**config.mk**
```make
export PLATFORM = sky130hd
export DESIGN_NAME = chunked_adder
export DESIGN_NICKNAME = d
export VERILOG_FILES = /design/src/rtl/chunked_adder.sv
export SDC_FILE = /design/constraint.sdc
export NUM_CORES = 1
export LEC_CHECK = 0
export CAP_MARGIN = 20
export CORE_MARGIN = 8
export CORE_UTILIZATION = 46
export DETAILED_ROUTE_END_ITERATION = 7
export DONT_BUFFER_PORTS = 1
export PLACE_DENSITY = 0.63
export SLEW_MARGIN = 20
export SYNTH_ARGS = -nofsm -noshare
export SYNTH_HDL_FRONTEND = slang
export SYNTH_SLANG_ARGS = --single-unit
```
**constraint.sdc**
```tcl
create_clock -name clk -period 3 [get_ports clk]
set_clock_uncertainty 0.2 [all_clocks]
set_input_delay 0.75 -clock clk [delete_from_list [all_inputs] [get_ports clk]]
set_output_delay 0.75 -clock clk [all_outputs]
set_load 0.05 [all_outputs]
```
**src/rtl/chunked_adder.sv**
```systemverilog
// ---------------------------------------------------------------------------
// chunked_adder
//   Multi-cycle adder: computes a + b + cin over WIDTH bits, CHUNK bits per
//   clock. A CHUNK-wide ripple adder is reused every cycle, and the carry is
//   held in a register between slices. The result appears NCHUNK cycles after
//   the edge that accepts start.
//
// Ports
//   clk    in   1      rising-edge clock
//   rst_n  in   1      asynchronous active-low reset
//   start  in   1      request a new addition (sampled only while busy == 0)
//   a      in   WIDTH  operand A, latched on the accept edge
//   b      in   WIDTH  operand B, latched on the accept edge
//   cin    in   1      carry-in, latched on the accept edge
//   busy   out  1      high while slices are being added
//   done   out  1      one-cycle pulse: sum/carry hold a new result
//   sum    out  WIDTH  registered (a + b + cin) mod 2^WIDTH
//   carry  out  1      registered carry-out of the MSB
// ---------------------------------------------------------------------------
module chunked_adder #(
    parameter int WIDTH = 16,
    parameter int CHUNK = 4
) (
    input  logic             clk,
    input  logic             rst_n,
    input  logic             start,
    input  logic [WIDTH-1:0] a,
    input  logic [WIDTH-1:0] b,
    input  logic             cin,
    output logic             busy,
    output logic             done,
    output logic [WIDTH-1:0] sum,
    output logic             carry
);

    localparam int NCHUNK = WIDTH / CHUNK;
    localparam int IDXW   = (NCHUNK > 1) ? $clog2(NCHUNK) : 1;
    localparam logic [IDXW-1:0] LAST_IDX = IDXW'(NCHUNK - 1);

    if (WIDTH < 1 || CHUNK < 1 || (WIDTH % CHUNK) != 0) begin : g_param_check
        $error("chunked_adder: WIDTH must be >= 1 and a multiple of CHUNK");
    end

    typedef enum logic [1:0] {
        IDLE = 2'd0,
        ADD  = 2'd1,
        DONE = 2'd2
    } state_t;

    state_t           state_q, state_d;
    logic [WIDTH-1:0] a_q, a_d;
    logic [WIDTH-1:0] b_q, b_d;
    logic             c_q, c_d;
    logic [IDXW-1:0]  idx_q, idx_d;
    logic [WIDTH-1:0] psum_q, psum_d;
    logic [WIDTH-1:0] sum_q, sum_d;
    logic             carry_q, carry_d;

    // Current slice operands and their CHUNK-bit ripple sum (carry in the MSB).
    logic [CHUNK-1:0] slice_a;
    logic [CHUNK-1:0] slice_b;
    logic [CHUNK:0]   slice_sum;

    always_comb begin
        state_d = state_q;
        a_d     = a_q;
        b_d     = b_q;
        c_d     = c_q;
        idx_d   = idx_q;
        psum_d  = psum_q;
        sum_d   = sum_q;
        carry_d = carry_q;

        slice_a   = CHUNK'(a_q >> (int'(idx_q) * CHUNK));
        slice_b   = CHUNK'(b_q >> (int'(idx_q) * CHUNK));
        slice_sum = {1'b0, slice_a} + {1'b0, slice_b} + {{CHUNK{1'b0}}, c_q};

        case (state_q)
            IDLE, DONE: begin
                // DONE accepts like IDLE so back-to-back requests see no bubble.
                if (start) begin
                    state_d = ADD;
                    a_d     = a;
                    b_d     = b;
                    c_d     = cin;
                    idx_d   = '0;
                end else begin
                    state_d = IDLE;
                end
            end
            ADD: begin
                psum_d[int'(idx_q)*CHUNK +: CHUNK] = slice_sum[CHUNK-1:0];
                c_d   = slice_sum[CHUNK];
                idx_d = idx_q + 1'b1;
                if (idx_q == LAST_IDX) begin
                    // Publish on the same edge that raises done; the outputs
                    // keep the previous result throughout ADD.
                    state_d = DONE;
                    sum_d   = psum_d;
                    carry_d = slice_sum[CHUNK];
                end
            end
            default: state_d = IDLE;
        endcase
    end

    always_ff @(posedge clk or negedge rst_n) begin
        if (!rst_n) begin
            state_q <= IDLE;
            a_q     <= '0;
            b_q     <= '0;
            c_q     <= 1'b0;
            idx_q   <= '0;
            psum_q  <= '0;
            sum_q   <= '0;
            carry_q <= 1'b0;
        end else begin
            state_q <= state_d;
            a_q     <= a_d;
            b_q     <= b_d;
            c_q     <= c_d;
            idx_q   <= idx_d;
            psum_q  <= psum_d;
            sum_q   <= sum_d;
            carry_q <= carry_d;
        end
    end

    assign busy  = (state_q == ADD);
    assign done  = (state_q == DONE);
    assign sum   = sum_q;
    assign carry = carry_q;

endmodule
```
== Word-level counts from Yosys, hierarchy flattened ==
Cells that the tools add are included.

* Register bits after elaboration: 70

* $add $sub $neg: 4
* Eq/ne operators: 5
* Shift operators: 4
* Mux-type cells: 8
* Reductions and logical operators: 6

{| class="wikitable"
|+ Operator list
! kind !! number
|-
| $neg 4->33 || 1
|-
| $shift 4x33->16 const A || 1
|-
| $shiftx 4x33->16 || 1
|-
| $shr 16x4->4 || 2
|-
| $bwmux 16 || 1
|-
| $pmux 2 s2 || 2
|-
| $reduce_and 2->1 || 3
|-
| $add 4x4->5 || 1
|-
| $add 5x1->5 || 1
|-
| $eq 2x2->1 const B || 2
|-
| $mux 2 || 2
|-
| $add 2x1->2 const B || 1
|-
| $eq 2x1->1 const B || 1
|-
| $logic_not 2->1 || 1
|-
| $mux 1 || 2
|-
| $ne 2x1->1 const B || 1
|-
| $ne 2x2->1 const B || 1
|-
| $pmux 1 s2 || 1
|-
| $reduce_bool 2->1 || 1
|-
| $reduce_or 2->1 || 1
|}

== Longest topological paths before layout ==
Gate-level depths: netlist of run 1.

* Depth in word-level cells: 5
* Gate-level depth with buffers: 9

== Least setup slack after synthesis of run 1 ==
OpenSTA, ideal clock, no wires.

* Path type: reg-to-reg
* Start: register idx_q[0]
* End: register psum_q[15]
* Arrival: 2.777 ns
* Required time: 2.678 ns
* Slack: -0.098 ns
* Stages on the path, launching flop included: 8
* Path buffers: 1
* Period minus slack after synthesis: 3.098 ns
* Path through: dfrtp_1 buf_2 mux4_2 fa_1 and3_1 or3_1 and2_1 a32o_1

* Longest elaborated chain between the ends: 5

{| class="wikitable"
|+ Ends and longest elaborated chain
! element !! line !! source
|-
| from (decl) || 54 || <nowiki>logic [IDXW-1:0] idx_q, idx_d;</nowiki>
|-
| from (signal assigned) || 122 || <nowiki>idx_q <= idx_d;</nowiki>
|-
| $shr 16x4->4, on equally long branches || 74, 75 ||
|-
| $add 4x4->5 || 76 || <nowiki>slice_sum = {1'b0, slice_a} + {1'b0, slice_b} + {{CHUNK{1'b0}}, c_q};</nowiki>
|-
| $add 5x1->5 || 76 ||
|-
| $shiftx 4x33->16 || 92 || <nowiki>psum_d[int'(idx_q)*CHUNK +: CHUNK] = slice_sum[CHUNK-1:0];</nowiki>
|-
| $bwmux 16 (*) || 92 ||
|-
| to (signal assigned) || 123 || <nowiki>psum_q <= psum_d;</nowiki>
|-
| to (decl) || 55 || <nowiki>logic [WIDTH-1:0] psum_q, psum_d;</nowiki>
|}

Every way passes the cells marked *; elsewhere a longest branch is shown, timed or not.
A chain may end at the register's enable or synchronous reset.

== Worst setup path in the final report of run 1 ==
* Start: register idx_q[0]
* End: register sum_q[3] (netlist: sum[3])

* Longest elaborated chain between the ends: 5

{| class="wikitable"
|+ Ends and longest elaborated chain
! element !! line !! source
|-
| $shr 16x4->4, on equally long branches || 74, 75 ||
|-
| $add 4x4->5 || 76 ||
|-
| $add 5x1->5 || 76 ||
|-
| $shiftx 4x33->16 || 92 ||
|-
| $bwmux 16 || 92 ||
|-
| to (signal assigned) || 124 || <nowiki>sum_q <= sum_d;</nowiki>
|-
| to (decl) || 56 || <nowiki>logic [WIDTH-1:0] sum_q, sum_d;</nowiki>
|}

Parallel ways exist; a longest one is shown, timed or not.

==> impl_metrics.env, run 1 <==
export IMPL_dominantRegCellSynth="dfrtp_1"
export IMPL_dp_worst_setup_slack_ps=75.2
export IMPL_ctsLongestPathBuffers=2
export IMPL_outcome="finished, final reports clean"
export IMPL_finalWeightedCongestion=0.764
export IMPL_final_cell_area_um2=3550
export IMPL_rr_startpoint="idx_q[0]$_DFFE_PN0P_"
export IMPL_cts_buffers_inserted=9
export IMPL_post_route_cells_drive_above_1_share=0.288
export IMPL_start_util=0.471
export IMPL_critical_path_cell_chain="buf_12 > mux4_2 > ha_1 > and3_1 > or3_1 > buf_4 > a32oi_1 > a21oi_1"
export IMPL_netlist_top_cells_area="dfrtp_1 (55%), mux2_2 (11%), mux4_2 (5.7%)"
export IMPL_max_freq_ghz=0.357
export IMPL_crit_type="flip-flop to flip-flop"
export IMPL_drv_max_cap_violation_count=0
export IMPL_postRouteWirelength_um=6650
export IMPL_row_count=30
export IMPL_min_delay_path_class="input pin to asynchronous set/reset pin"
export IMPL_cp_top_family="simple AND/OR/NAND/NOR gates"
export IMPL_critPathMaxFanout=8
export IMPL_num_io_pins=55
export IMPL_via_count=1964
export IMPL_ant_nets=0
export IMPL_tightestPinTransition_ps=494
export IMPL_period_needed_ps=2800
export IMPL_timing_critical_path_to_type="flip-flop"
export IMPL_worstPathArrival_ps=2820
export IMPL_worst_r2r_setup_slack_ps=200
export IMPL_clk_insertion_delay_late_ps=350
export IMPL_ff2ff_path_depth=8
export IMPL_setup_violations=0
export IMPL_synth_top_cells_by_count="dfrtp_1 (70), mux2_2 (32), nor2_1 (30)"
export IMPL_synth_lib_cells_used_distinct=30
export IMPL_worst_path_stages=8
export IMPL_worst_setup_hold_path_clk_slew_ps=70
export IMPL_count_of_flip_flops_with_a_built_in_enable_after_synthesis=0
export IMPL_clock_tree_root_cell="clkbuf_8"
export IMPL_synthesized_netlist_net_count=289
export IMPL_area_of_the_core_region_um2=6760
export IMPL_synth_cell_area_um2=3180
export IMPL_syn_avg_cell_area_um2=13.1
export IMPL_grt_first_pass_wirelength_um=10800
export IMPL_tns_ps=0
export IMPL_synth_async_reset_ratio=1.00
export IMPL_layout_nets=302
export IMPL_die_area_um2=9830
export IMPL_rsz0062_at_grt="no"
export IMPL_wp_buf_inv=2
export IMPL_grt_usage=0.142
export IMPL_cell_taking_the_most_area_after_synthesis="dfrtp_1"
export IMPL_overflow=0
export IMPL_slew_headroom=0.668
export IMPL_antenna_found_initial=0
export IMPL_grt_start_max_net_pins=71
export IMPL_final_min_period_over_clock_period=0.933
export IMPL_route_detailed_wl_per_inst_um=19.6
export IMPL_vias_in_the_first_global_route=2024
export IMPL_placed_area_um2=3320
export IMPL_worst_path_slowest_cell="dfrtp_4"
export IMPL_buffer_ports_inserted=0
export IMPL_tritoncts_num_sinks=70
export IMPL_postSynthRegisterBits=70
export IMPL_detail_route_vias_per_cell=5.78
export IMPL_htreeDepth=3
export IMPL_area_growth_synth_to_final_pct=11.8
export IMPL_die_x_um=99.2
export IMPL_worstSetupStartpoint="idx_q[0]$_DFFE_PN0P_"
export IMPL_drcViolationCount=0
export IMPL_dieHeight_um=99.2
export IMPL_synth_yosys_seq_area_share=0.551
export IMPL_synthDominantCellAreaShare=0.551
export IMPL_startpoint_type="flip-flop"
export IMPL_crit_path_max_incr_delay_ps=490
export IMPL_final_hold_viol_count=0
export IMPL_fin_max_slew_vios=0
export IMPL_num_antenna_cells=0
export IMPL_syn_inst=242
export IMPL_drt_pass1_iterations=4
export IMPL_worstPathRequired_ps=3020
export IMPL_cts_tree="yes"
export IMPL_yosysWarningCount=0
export IMPL_fin_ws_ps=202
export IMPL_worst_r2r_endpoint="sum[3]$_DFFE_PN0P_"
export IMPL_detailedPlacementHpwl_um=4720
export IMPL_synth_most_common_cell="dfrtp_1"
export IMPL_detail_route_iter0_violations=83
export IMPL_timing_critical_path_to="sum[3]$_DFFE_PN0P_"
[cells by family after synthesis]
logic type | after synthesis | synth area share
compound gates | 46 | 0.118
simple gates | 50 | 0.0803
fa+ha+maj | 11 | 0.0480
flops | 70 | 0.551
buf+inv | 24 | 0.0307
mux | 40 | 0.170
xor+xnor | 1 | 0.00275
[metrics by stage]
stage / hold WS (ps) / utilization / cells
6_report: 82.4 / 0.526 / 340
4_1_cts: 85.3 / 0.522 / 338
3_5_place_dp: 257 / 0.491 / 321
5_1_grt: 93.6 / 0.526 / 340
2_1_floorplan: 254 / - / 242
3_3_place_gp: 257 / 0.491 / 321
[how the worst min path moves through the flow]
stage               depth (start not counted)   from                     end
global placement                            0  rst_n     sum[10]$_DFFE_PN0P_
CTS                                         1  rst_n     b_q[12]$_DFFE_PN0P_
finish                                      1  rst_n  psum_q[12]$_DFFE_PN0P_
detailed placement                          0  rst_n     sum[10]$_DFFE_PN0P_
global route                                1  rst_n  psum_q[14]$_DFFE_PN0P_
floorplan                                   0  rst_n      a_q[0]$_DFFE_PN0P_
[per-layer routing]
metal	GRT usage	share of wire
met3	0.0740	0.097
met5	0	0
met1	0.163	0.40
met4	0.0489	0.0089
met2	0.222	0.50
[repair_timing]
item,4_1_cts,5_1_grt
endpoints found under the setup margin,0,8
hold buffers,1,0
endpoints found under the hold margin,70,0
gates resized for setup,0,1
setup buffers,0,2
[sequential cells by signal, summed over array words and instances (netlist names)]
| register | flops |
|---|---|
| a_q | 16 |
| b_q | 16 |
| psum_q | 16 |
| sum | 16 |
| idx_q | 2 |
| state_q | 2 |
| c_q | 1 |
| carry | 1 |
[layout by cell type (no fill, tap or decap), types with 2 or more instances in the layout]
cell and n:
dfrtp_1 69, mux2_2 32, nand2_1 9, ha_1 9, clkbuf_1 2, clkinv_2 4, nor3_2 2, and2_1 2
o21ai_0 4, a21o_1 2, a32o_1 8, clkbuf_8 9, inv_1 11, nor2_1 30, mux4_2 8, fa_1 2
inv_2 2, a221oi_1 12, a21oi_1 5, a22o_1 9, a32oi_1 4, buf_4 11
[final cells by class]
cell class | count | area [um^2]
well taps | 80 | 100
inverters | 13 | 48.8
clock buffers | 11 | 131
multi-input cells | 148 | 1340
fillers | 610 | 3200
flip-flops and latches | 70 | 1760
repair buffers | 13 | 130
clock inverters | 5 | 50.0
Power of run 1 is not shown: default switching activity piles up to over one toggle a cycle in this logic, so the estimate is an artifact.
==> run 2: changes to the inputs <==
--- a/config.mk
+++ b/config.mk
@@ -10,7 +10,7 @@
 export CORE_UTILIZATION = 46
 export DETAILED_ROUTE_END_ITERATION = 7
 export DONT_BUFFER_PORTS = 1
-export PLACE_DENSITY = 0.63
+export PLACE_DENSITY = 0.61
 export SLEW_MARGIN = 20
 export SYNTH_ARGS = -nofsm -noshare
 export SYNTH_HDL_FRONTEND = slang
==> constraint.sdc (replaced) <==
create_clock -name clk -period 2.9 [get_ports clk]
set_clock_uncertainty 0.2 [all_clocks]
set_input_delay 0.58 -clock clk [delete_from_list [all_inputs] [get_ports clk]]
set_output_delay 0.58 -clock clk [all_outputs]
set_load 0.05 [all_outputs]
==> run 2 against run 1 <==
Net effect: flip-flop and latch count is the same; final cell count grew 0.59%; register-to-register slack lost 60 ps; maximum frequency grew 1.6%; clock-buffer cell count grew 3; hold slack gained 110 ps.
==> impl_metrics.env, run 2 (synthesis results as in run 1) <==
export IMPL_htreeDepth=3
export IMPL_commonest_cells_after_routing_fill_and_taps_aside="dfrtp_1 (69), mux2_2 (32), nor2_1 (30)"
export IMPL_clk_insertion_delay_late_ps=340
export IMPL_critPathMaxFanout=6
export IMPL_rsz0062_at_grt="no"
export IMPL_clock_tree_root_cell="clkbuf_8"
export IMPL_min_delay_path_class="input pin to flip-flop"
export IMPL_num_io_pins=55
export IMPL_cp_top_family="simple AND/OR/NAND/NOR gates"
export IMPL_layout_nets=305
export IMPL_die_area_um2=9830
export IMPL_final_min_period_over_clock_period=0.950
export IMPL_route_detailed_wl_per_inst_um=19.9
export IMPL_num_antenna_cells=0
export IMPL_area_growth_synth_to_final_pct=12.0
export IMPL_drcViolationCount=0
export IMPL_layout_cells_most_common="dfrtp_1"
export IMPL_critical_path_cell_chain="mux4_2 > fa_1 > and3_1 > or3_1 > and2_1 > a32o_1"
export IMPL_antenna_found_initial=1
export IMPL_grt_first_pass_wirelength_um=11300
export IMPL_max_freq_ghz=0.363
export IMPL_worst_setup_hold_path_clk_slew_ps=70
export IMPL_tns_ps=0
export IMPL_wp_buf_inv=0
export IMPL_crit_path_max_incr_delay_ps=530
export IMPL_period_needed_ps=2750
export IMPL_fin_max_slew_vios=0
export IMPL_cts_buffers_inserted=9
export IMPL_worst_path_slowest_cell="mux4_2"
export IMPL_slew_headroom=0.658
export IMPL_setup_violations=0
export IMPL_worstPathArrival_ps=2780
export IMPL_ant_nets=0
export IMPL_die_x_um=99.2
export IMPL_via_count=1991
export IMPL_detail_route_vias_per_cell=5.82
export IMPL_vias_in_the_first_global_route=2081
export IMPL_dieHeight_um=99.2
export IMPL_tightestPinTransition_ps=512
export IMPL_finalWeightedCongestion=0.766
export IMPL_outcome="finished, final reports clean"
export IMPL_worstPathRequired_ps=2920
export IMPL_grt_usage=0.150
export IMPL_overflow=0
export IMPL_startpoint_type="flip-flop"
export IMPL_n_fill_cell=617
export IMPL_drv_max_cap_violation_count=0
export IMPL_buffer_ports_inserted=0
export IMPL_start_util=0.471
export IMPL_timing_critical_path_to_type="flip-flop"
export IMPL_ctsLongestPathBuffers=2
export IMPL_tritoncts_num_sinks=70
export IMPL_post_route_cells_drive_above_1_share=0.290
export IMPL_crit_type="flip-flop to flip-flop"
export IMPL_detail_route_iter0_violations=42
export IMPL_detailedPlacementHpwl_um=4770
export IMPL_area_of_the_core_region_um2=6760
export IMPL_cts_tree="yes"
export IMPL_row_count=30
export IMPL_postRouteWirelength_um=6800
export IMPL_grt_start_max_net_pins=71
export IMPL_final_hold_viol_count=0
export IMPL_drt_pass1_iterations=4
## run 2: changes by cell type in the layout (fill, tap and decap cells not counted)
cell	delta
buf_12	-1
buf_4	+3
bufinv_16	-1
clkbuf_1	+1
clkbuf_8	+2
clkinv_2	-3
dfrtp_2	+1
dfrtp_4	-1
dlygate4sd3_1	+1
ha_1	-1
ha_4	+1
## run 2: worst register-to-register path, cell delays in order, from the launching register on
cell and delay, ps:
dfrtp_2 440, mux4_2 530, fa_1 420, and3_1 200, or3_1 370, and2_1 220
a32o_1 260
## run 2: worst paths after layout
kind | startpoint | end | cells after the start | slack, ps
worst max-delay path | idx_q[0]$_DFFE_PN0P_ | psum_q[15]$_DFFE_PN0P_ | 6 | 150
worst min-delay path | b[0] | b_q[0]$_DFFE_PN0P_ | 1 | 190
worst max register to register | idx_q[0]$_DFFE_PN0P_ | psum_q[15]$_DFFE_PN0P_ | 6 | 150
worst min register to register | psum_q[15]$_DFFE_PN0P_ | psum_q[15]$_DFFE_PN0P_ | 1 | 290
max in group asynchronous | rst_n | idx_q[0]$_DFFE_PN0P_ | 2 | 1580
min in group asynchronous | rst_n | sum[5]$_DFFE_PN0P_ | 2 | 600
## run 2: final cells by class
cell class / instances / area [um^2] / area share
Timing Repair Buffer: 16 / 143 / 0.0400
Clock inverter: 1 / 5.00 / 0.00140
Clock buffer: 14 / 163 / 0.0456
Sequential cell: 70 / 1750 / 0.492
Tap cell: 80 / 100 / 0.0281
Inverter: 13 / 48.8 / 0.0137
Multi-Input combinational cell: 148 / 1350 / 0.379
## run 2: through the flow
stage / hold slack (ps) / utilization / instance area (um^2) / std cells / setup slack [ps]
floorplan: 84.4 / - / 3190 / 242 / 4.11
global placement: 87.1 / 0.494 / 3340 / 324 / 123
detailed placement: 86.8 / 0.494 / 3340 / 324 / 110
CTS: 174 / 0.524 / 3540 / 341 / 85.2
global route: 169 / 0.527 / 3560 / 342 / 19.7
finish: 191 / 0.527 / 3560 / 342 / 146
## run 2: layer usage
| metal | wire, um | global-route usage | part of all wire | up-vias |
|---|---|---|---|---|
| met5 | 8 | 0 | 0.0012 | - |
| met3 | 498 | 0.0538 | 0.073 | 13 |
| met2 | 3380 | 0.232 | 0.50 | 52 |
| li1 | - | - | - | 917 |
| met1 | 2790 | 0.183 | 0.41 | 1007 |
| met4 | 127 | 0.0698 | 0.019 | 2 |
## run 2: repair_timing
action,4_1_cts,5_1_grt
hold endpoints to repair,70,0
setup endpoints to repair,0,7
resized for setup,0,1
hold buffers,2,0
setup buffers,0,1
Power of run 2 is left out for the same reason.
==> run 3: changes to the inputs <==
--- a/config.mk
+++ b/config.mk
@@ -11,6 +11,7 @@
 export DETAILED_ROUTE_END_ITERATION = 7
 export DONT_BUFFER_PORTS = 1
 export PLACE_DENSITY = 0.61
+export RECOVER_POWER = 50
 export SLEW_MARGIN = 20
 export SYNTH_ARGS = -nofsm -noshare
 export SYNTH_HDL_FRONTEND = slang
==> run 3 against run 2 <==
Net effect: the flow now finishes with violations (max-capacitance violations, max-slew violations); non-clock buffer count unchanged; sequential share of layout area increased by 0.35 points; final area fell by 0.70%; first-iteration DRC count grew 24%; core utilization decreased by 0.37 points; register-to-register slack about the same; clock-buffer cell count did not move; flip-flop and latch count did not move; critical path type unchanged; critical endpoint is now psum_q[11]$_DFFE_PN0P_; largest cell class unchanged.
==> impl_metrics.env, run 3 (synthesis results as in run 1) <==
export IMPL_grt_first_pass_wirelength_um=11300
export IMPL_timing_critical_path_to_type="flip-flop"
export IMPL_via_count=1996
export IMPL_startpoint_type="flip-flop"
export IMPL_worst_setup_hold_path_clk_slew_ps=70
export IMPL_vias_in_the_first_global_route=2081
export IMPL_cts_buffers_inserted=9
export IMPL_drt_pass1_iterations=4
export IMPL_ff2ff_path_depth=6
export IMPL_antenna_found_initial=1
export IMPL_rr_startpoint="idx_q[0]$_DFFE_PN0P_"
export IMPL_max_freq_ghz=0.363
export IMPL_fin_max_slew_vios=71
export IMPL_period_needed_ps=2750
export IMPL_worst_hold_start="b[0]"
export IMPL_postRouteWirelength_um=6820
export IMPL_setup_violations=0
export IMPL_die_area_um2=9830
export IMPL_worstPathArrival_ps=2780
export IMPL_n_fill_cell=621
export IMPL_start_util=0.471
export IMPL_overflow=0
export IMPL_tritoncts_num_sinks=70
export IMPL_drcViolationCount=0
export IMPL_buffer_ports_inserted=0
export IMPL_row_count=30
export IMPL_worst_r2r_endpoint="psum_q[11]$_DFFE_PN0P_"
export IMPL_finalWeightedCongestion=0.766
export IMPL_commonest_cells_after_routing_fill_and_taps_aside="dfrtp_1 (69), mux2_2 (32), nor2_1 (30)"
export IMPL_whs_path_depth=1
export IMPL_tns_ps=0
export IMPL_final_min_period_over_clock_period=0.950
export IMPL_detail_route_iter0_violations=52
export IMPL_num_antenna_cells=0
export IMPL_cts_tree="yes"
export IMPL_drv_max_cap_violation_count=1
export IMPL_detailedPlacementHpwl_um=4770
export IMPL_grt_start_max_net_pins=71
export IMPL_clk_insertion_delay_late_ps=340
export IMPL_worst_r2r_setup_slack_ps=150
export IMPL_tightestPinTransition_ps=1520
export IMPL_detail_route_vias_per_cell=5.84
export IMPL_area_of_the_core_region_um2=6760
export IMPL_rsz0062_at_grt="no"
export IMPL_area_growth_synth_to_final_pct=11.3
export IMPL_outcome="finished, violations left"
export IMPL_layout_nets=305
export IMPL_area_sequential_um2=1750
export IMPL_die_x_um=99.2
export IMPL_num_io_pins=55
export IMPL_area_taken_by_multi_input_logic_gates_um2=1350
export IMPL_ant_nets=0
export IMPL_layout_cells_most_common="dfrtp_1"
export IMPL_route_detailed_wl_per_inst_um=19.9
export IMPL_slew_headroom=-0.0142
export IMPL_min_delay_path_class="input pin to flip-flop"
export IMPL_crit_type="flip-flop to flip-flop"
export IMPL_clock_tree_root_cell="clkbuf_8"
export IMPL_worstHoldEndpoint="b_q[0]$_DFFE_PN0P_"
export IMPL_ctsLongestPathBuffers=2
export IMPL_dieHeight_um=99.2
export IMPL_htreeDepth=3
export IMPL_grt_usage=0.150
export IMPL_violations_in_the_final_reports="max-capacitance violations, max-slew violations"
export IMPL_critPathMaxFanout=6
export IMPL_worstPathRequired_ps=2920
export IMPL_post_route_cells_drive_above_1_share=0.290
export IMPL_final_hold_viol_count=0
-- run 3: cell count changes in the layout (fill, tap and decap cells not counted), sizes merged --
cell    delta
buf        -1
clkbuf     +1
-- run 3: metrics by stage --
step | cells | util | hold slack [ps] | setup slack [ps] | instance area, um^2
after CTS | 341 | 0.524 | 174 | 85.2 | 3540
after detailed placement | 324 | 0.494 | 86.8 | 110 | 3340
after global routing | 342 | 0.524 | 169 | 19.7 | 3540
after floorplan | 242 | - | 84.4 | 4.11 | 3190
final | 342 | 0.524 | 191 | 146 | 3540
after global placement | 324 | 0.494 | 87.1 | 123 | 3340
-- run 3: worst max path at each step --
stage / from / endpoint / slack (ps) / cells past startpoint
floorplan: idx_q[0]$_DFFE_PN0P_ / psum_q[15]$_DFFE_PN0P_ / 4 / 7
global placement: idx_q[0]$_DFFE_PN0P_ / psum_q[11]$_DFFE_PN0P_ / 120 / 7
detailed placement: idx_q[0]$_DFFE_PN0P_ / psum_q[15]$_DFFE_PN0P_ / 110 / 7
CTS: idx_q[0]$_DFFE_PN0P_ / psum_q[11]$_DFFE_PN0P_ / 90 / 7
global route: idx_q[0]$_DFFE_PN0P_ / psum_q[11]$_DFFE_PN0P_ / 20 / 6
finish: idx_q[0]$_DFFE_PN0P_ / psum_q[11]$_DFFE_PN0P_ / 150 / 6
-- run 3: final cells by class --
class | count | share of cell area
Tap cell | 80 | 0.0283
Clock inverter | 1 | 0.00141
Multi-Input combinational cell | 148 | 0.382
Sequential cell | 70 | 0.495
Inverter | 13 | 0.0138
Clock buffer | 14 | 0.0460
Timing Repair Buffer | 16 | 0.0332
-- run 3: routing by layer --
layer,part of all wire,up-vias,GRT usage
met1,0.42,1019,0.183
met2,0.49,44,0.232
li1,-,918,-
met5,0.0012,-,0
met3,0.067,13,0.0538
met4,0.019,2,0.0698
-- run 3: critical path, stage by stage, from the launching register on --
cell and delay [ps]:
dfrtp_2 440, mux4_2 530, fa_1 420, and3_1 200, or3_1 370, and2_1 220, a32o_1 260
-- run 3: timing repair --
| item | in CTS | in global routing |
|---|---|---|
| hold buffers | 2 | 0 |
| endpoints found under the setup margin | 0 | 7 |
| gates resized for setup | 0 | 1 |
| setup buffers | 0 | 1 |
| hold endpoints to repair | 70 | 0 |
Power of run 3 is left out for the same reason.
